$ cat src/rtl/multi_timer.sv
// multi_timer: CHANNELS independent WIDTH-bit down-counters with per-channel
// 4-bit prescaler, reload register, auto-reload mode and interrupt.
// Register map per channel (addr[ADDR_W-1:2] = channel, addr[1:0] = word):
//   0 CTRL {CAPF[8], IE[7], EN[6], DONE[5], AUTO[4], PRE[3:0]}, 1 LOAD, 2 COUNT, 3 CAPT
// Optional feature: define TIMER_CAPTURE_EN to add cap_in[] edge capture into CAPT.
module multi_timer #(
  parameter int WIDTH    = 16,
  parameter int CHANNELS = 2,
  parameter int ADDR_W   = 3
) (
  input  logic                clk,
  input  logic                rst,
  input  logic                wr_en,
  input  logic [ADDR_W-1:0]   addr,
  input  logic [WIDTH-1:0]    wr_data,
`ifdef TIMER_CAPTURE_EN
  input  logic [CHANNELS-1:0] cap_in,
`endif
  output logic [WIDTH-1:0]    rd_data,
  output logic [CHANNELS-1:0] irq
);

  localparam logic [1:0] W_CTRL  = 2'd0;
  localparam logic [1:0] W_LOAD  = 2'd1;
  localparam logic [1:0] W_COUNT = 2'd2;
  localparam logic [1:0] W_CAPT  = 2'd3;

  logic [ADDR_W-1:0] ch_sel;
  logic [1:0]        word;

  logic [CHANNELS-1:0][3:0]       pre, pre_n, psc, psc_n;
  logic [CHANNELS-1:0]            auto_rl, auto_n, done, done_n, en, en_n, ie, ie_n;
  logic [CHANNELS-1:0][WIDTH-1:0] count, count_n, load, load_n;
  logic [CHANNELS-1:0]            wr_ctrl, wr_load, wr_count, tick, hw_done;
  logic [WIDTH-1:0]               rd_mux;

`ifdef TIMER_CAPTURE_EN
  logic [CHANNELS-1:0]            cap_s1, cap_s2, cap_s3, cap_edge;
  logic [CHANNELS-1:0]            capf, capf_n;
  logic [CHANNELS-1:0][WIDTH-1:0] capt, capt_n;
  logic                           capf_clr_bit;
`endif

  assign ch_sel = addr >> 2;
  assign word   = addr[1:0];

  // Interrupt is a pure AND of flops: no path from any input.
  assign irq = done & ie;

  function automatic logic [WIDTH-1:0] ctrl_word(input logic [3:0] p, input logic a,
                                                 input logic dn, input logic e,
                                                 input logic ie_b, input logic cf);
    return WIDTH'({cf, ie_b, e, dn, a, p});
  endfunction

  // Per-channel next state: write decode, prescaler, count/reload and DONE/EN arbitration.
  always_comb begin
    wr_ctrl  = '0;
    wr_load  = '0;
    wr_count = '0;
    tick     = '0;
    hw_done  = '0;
    pre_n    = pre;
    auto_n   = auto_rl;
    done_n   = done;
    en_n     = en;
    ie_n     = ie;
    psc_n    = psc;
    count_n  = count;
    load_n   = load;
    for (int i = 0; i < CHANNELS; i++) begin
      wr_ctrl[i]  = wr_en && (ch_sel == ADDR_W'(i)) && (word == W_CTRL);
      wr_load[i]  = wr_en && (ch_sel == ADDR_W'(i)) && (word == W_LOAD);
      wr_count[i] = wr_en && (ch_sel == ADDR_W'(i)) && (word == W_COUNT);
      tick[i]     = en[i] && (psc[i] == pre[i]);
      // A COUNT write swallows the tick, so it can neither set DONE nor drop EN.
      hw_done[i]  = tick[i] && (count[i] == '0) && !wr_count[i];

      // Prescaler sits at 0 while disabled, which also makes an EN 0->1 write start from 0.
      if (wr_count[i] || !en[i] || tick[i])
        psc_n[i] = 4'd0;
      else
        psc_n[i] = psc[i] + 4'd1;

      if (wr_count[i])
        count_n[i] = wr_data;
      else if (tick[i]) begin
        if (count[i] != '0)
          count_n[i] = count[i] - WIDTH'(1);
        else if (auto_rl[i])
          count_n[i] = load[i];
      end

      // Software EN write beats the hardware one-shot clear.
      if (wr_ctrl[i]) begin
        pre_n[i]  = wr_data[3:0];
        auto_n[i] = wr_data[4];
        en_n[i]   = wr_data[6];
        ie_n[i]   = wr_data[7];
      end else if (hw_done[i] && !auto_rl[i]) begin
        en_n[i] = 1'b0;
      end

      // Hardware set beats the write-1-to-clear.
      done_n[i] = hw_done[i] | (done[i] & ~(wr_ctrl[i] & wr_data[5]));

      if (wr_load[i])
        load_n[i] = wr_data;
    end
  end

`ifdef TIMER_CAPTURE_EN
  assign cap_edge     = cap_s2 & ~cap_s3;
  assign capf_clr_bit = |(9'(wr_data) & 9'h100);

  // Capture latches the pre-edge COUNT; a capture beats a same-cycle CAPF clear.
  always_comb begin
    capt_n = capt;
    capf_n = capf;
    for (int i = 0; i < CHANNELS; i++) begin
      if (cap_edge[i])
        capt_n[i] = count[i];
      capf_n[i] = cap_edge[i] | (capf[i] & ~(wr_ctrl[i] & capf_clr_bit));
    end
  end
`endif

  // Read mux: unmapped channels and absent words read as 0.
  always_comb begin
    rd_mux = '0;
    for (int i = 0; i < CHANNELS; i++) begin
      if (ch_sel == ADDR_W'(i)) begin
        case (word)
`ifdef TIMER_CAPTURE_EN
          W_CTRL:  rd_mux = ctrl_word(pre[i], auto_rl[i], done[i], en[i], ie[i], capf[i]);
          W_CAPT:  rd_mux = capt[i];
`else
          W_CTRL:  rd_mux = ctrl_word(pre[i], auto_rl[i], done[i], en[i], ie[i], 1'b0);
          W_CAPT:  rd_mux = '0;
`endif
          W_LOAD:  rd_mux = load[i];
          default: rd_mux = count[i];
        endcase
      end
    end
  end

  // Register stage: channel state and the one-cycle read data.
  always_ff @(posedge clk) begin
    if (rst) begin
      pre     <= '0;
      auto_rl <= '0;
      done    <= '0;
      en      <= '0;
      ie      <= '0;
      psc     <= '0;
      count   <= '0;
      load    <= '0;
      rd_data <= '0;
`ifdef TIMER_CAPTURE_EN
      cap_s1  <= '0;
      cap_s2  <= '0;
      cap_s3  <= '0;
      capf    <= '0;
      capt    <= '0;
`endif
    end else begin
      pre     <= pre_n;
      auto_rl <= auto_n;
      done    <= done_n;
      en      <= en_n;
      ie      <= ie_n;
      psc     <= psc_n;
      count   <= count_n;
      load    <= load_n;
      rd_data <= rd_mux;
`ifdef TIMER_CAPTURE_EN
      cap_s1  <= cap_in;
      cap_s2  <= cap_s1;
      cap_s3  <= cap_s2;
      capf    <= capf_n;
      capt    <= capt_n;
`endif
    end
  end

endmodule

$ cat config.mk
export PLATFORM = sky130hd
export DESIGN_NAME = multi_timer
export DESIGN_NICKNAME = d
export VERILOG_FILES = /design/src/rtl/multi_timer.sv
export SDC_FILE = /design/constraint.sdc
export NUM_CORES = 1
export LEC_CHECK = 0
export ABC_AREA = 1
export ABC_CLOCK_PERIOD_IN_PS = 2700
export CAP_MARGIN = 20
export CORE_MARGIN = 2
export CORE_UTILIZATION = 28
export CTS_CLUSTER_SIZE = 30
export DETAILED_ROUTE_END_ITERATION = 10
export PLACE_DENSITY = 0.55
export SETUP_SLACK_MARGIN = 0.2
export SLEW_MARGIN = 20
export SYNTH_ARGS = -nofsm -noshare
export SYNTH_HDL_FRONTEND = slang
export SYNTH_SLANG_ARGS = --single-unit
$ cat constraint.sdc
create_clock -name clk -period 2.7 [get_ports clk]
set_clock_uncertainty 0.2 [all_clocks]
set_input_delay 0.27 -clock clk [delete_from_list [all_inputs] [get_ports clk]]
set_output_delay 0.27 -clock clk [all_outputs]
set_load 0.005 [all_outputs]
==> metrics.cfg <==
[status]
status = complete, no violations

[placed_design]
place.gp.congestion = 0.856
io_buffers = 39
placed_cell_area_um2 = 6720
post-dp-hpwl_mm = 14.4

[worst_hold_path]
hold_class = reg -> reg

[drt]
drtPass1Iterations = 5
wire_per_inst_um = 15.5
ant_nets = 0
wl_met3_um = 890
routed_wl_mm = 19.5
vias_per_cell = 4.83
met2_length_mm = 9.28
highest_layer = met4
vias = 6079
wl_met1_mm = 9.00
drt_iter0_drc = 457
drc = 0

[logic_synthesis]
ys.flop_type = dfxtp_1
netlist.area_leader.share_pct = 34.9
seq_area_frac_synth_pct = 34.9
synth_seq_cells = 104
synth_area_um2 = 5960
syn_area_per_cell_um2 = 6.34
synth.net_count = 969
synth_cells = 941
synth_largest_area_cell = dfxtp_1
synthArstFlopShare_pct = 0
synth_cell_types = 35
yosys-top-cells-count = 218 x nand2_1, 166 x nor2_1, 104 x dfxtp_1
synth_edf_count = 0
yosysMostFrequentCell = nand2_1
yosysWarnings = 0
synth_area_leaders = dfxtp_1 35%, nand2_1 14%, nor2_1 10%, o21ai_0 8.2%, inv_1 5.7%

[pwr]
power.density_nw_per_um2 = 688
p_leak_nw = 3.05
vdd_ir_drop_max_uv = 268

[sta]
setup_viol = 0
slew_viol_final = 0
min_period_over_period_pct = 79.1
tightest_slew_ns = 0.675
relSlewSlack_pct = 54.9
hold_viol = 0
timing.fmax_mhz = 468
rsz0062_at_grt = no
tns_ns = 0
period_minus_slack_ns = 2.14

[global_route]
grt_overflow = 0
grt_max_degree = 46
grt_pass1_wl_mm = 31.1
grt_use_total_pct = 17.8
antenna_found_initial = 0
first_global_vias = 5535

[clock_tree]
cts_buffers = 9
cts.sinks = 104
cts_setup_buffers = 0
clk_latency_ns = 0.37
cts_tree = done
holdBufCountCts = 0
cts_resized = 0
ctsLongestPathBuffers = 2
cts_max_level = 3
cts-root-buf = clkbuf_16
clkTransAtPathRegs_ns = 0.07

[floorplanning]
die_y_um = 150
rows = 53
start_util_pct = 28.5
die_area_um2 = 22500
fp.dieW_um = 150
io_pins = 40
core-area_um2 = 21000

[layout]
final_area_um2 = 7000
drive_above_1_share_pct = 8.14
nets = 1006
post-route-util_pct = 33.4
fill_cells = 2330
diodes = 0
synthToLayoutAreaGrowth_pct = 17.3

[setup_path]
path_class = reg -> reg
crit_path_cell_trace = inv_1, ha_1, nand2_1, nor2_1, nand2_1, nor2_2, inv_2, nand2_4, nand2_1, nand2_1, nor2_1
critPathBufInv = 2
cp-end-kind = register
cp_max_fo = 16
slowest_stage = dfxtp_1
critical-path-max-stage-delay_ns = 0.34
crit_family = simple AND/OR/NAND/NOR gates
crit_arrival_ns = 2.20
path_common_cell = nand2_1
cp.required_ns = 2.77
critPathLaunchType = register

[run]
cap_violations = 0

-- state kept, by name, indices dropped and copies added (netlist names) --
name,flops
auto_rl,2
pre,8
psc,8
ie,2
en,2
load,32
done,2
rd_data,16
count,32
-- metrics by stage --
stage | power [mW] | cells | setup WS (ns) | hold slack (ns)
after floorplan | 3.03 | 941 | 0.795 | 0.205
after global placement | 3.53 | 1242 | 0.329 | 0.246
after detailed placement | 3.52 | 1242 | 0.319 | 0.257
after CTS | 4.81 | 1258 | 0.575 | 0.269
after global routing | 5.14 | 1258 | 0.383 | 0.294
final | 4.81 | 1258 | 0.564 | 0.268
-- path summary, 6_finish.rpt --
| check | from | to | slack [ns] | cells past startpoint |
|---|---|---|---|---|
| worst max-delay path | count[0]$_SDFFE_PP0P_ | count[8]$_SDFFE_PP0P_ | 0.56 | 11 |
| worst min-delay path | psc[0]$_SDFF_PP0_ | psc[0]$_SDFF_PP0_ | 0.27 | 1 |
| worst max register to register | count[0]$_SDFFE_PP0P_ | count[8]$_SDFFE_PP0P_ | 0.56 | 11 |
| worst min register to register | psc[0]$_SDFF_PP0_ | psc[0]$_SDFF_PP0_ | 0.27 | 1 |
-- worst register-to-register path, stage by stage (launching register included) --
cell	delay (ns)
dfxtp_1	0.34
inv_1	0.25
ha_1	0.22
nand2_1	0.07
nor2_1	0.15
nand2_1	0.12
nor2_2	0.15
inv_2	0.14
nand2_4	0.22
nand2_1	0.08
nand2_1	0.06
nor2_1	0.05
-- cell type report --
type | instances | area [µm²] | share of cell area (%)
sequential | 104 | 2080 | 29.8
clock buffer | 11 | 243 | 3.47
inverter | 101 | 379 | 5.42
multi-input combinational | 699 | 3330 | 47.6
tap | 275 | 344 | 4.92
timing repair buffer | 63 | 583 | 8.33
clock inverter | 5 | 37.5 | 0.537
-- cells in the final DEF (no fill, tap or decap), types with 13 or more instances in the layout --
| cell | Yosys | layout |
|---|---|---|
| inv_1 | 91 | 90 |
| clkdlybuf4s50_1 | 0 | 39 |
| nor2_1 | 166 | 166 |
| nand2_1 | 218 | 218 |
| dfxtp_1 | 104 | 104 |
| a221oi_1 | 13 | 13 |
| nand3_1 | 63 | 63 |
| o21ai_0 | 98 | 98 |
| buf_4 | 0 | 23 |
| a21oi_1 | 45 | 45 |
-- layer usage --
| layer | global-route usage, % | up-vias |
|---|---|---|
| met1 | 23.6 | 2782 |
| met5 | 0 | - |
| met4 | 5.71 | 0 |
| met3 | 2.71 | 29 |
| li1 | - | 3124 |
| met2 | 29.7 | 144 |
-- kinds of logic after synthesis --
| family | synth area share [%] |
|---|---|
| AO/OA/AOI/OAI | 17.7 |
| XOR/XNOR | 1.47 |
| flip-flops | 34.9 |
| AND/OR/NAND/NOR | 35.4 |
| adder cells (fa/ha/maj) | 1.26 |
| buffers and inverters | 9.28 |
-- where the power goes --
group	total (mW)	switching (mW)	internal, mW
logic	1.84	1.20	0.633
registers	1.68	0.0720	1.61
clock network	1.29	0.638	0.657
total	4.81	1.91	2.90
Note: power is estimated with default switching activity, not from simulation.
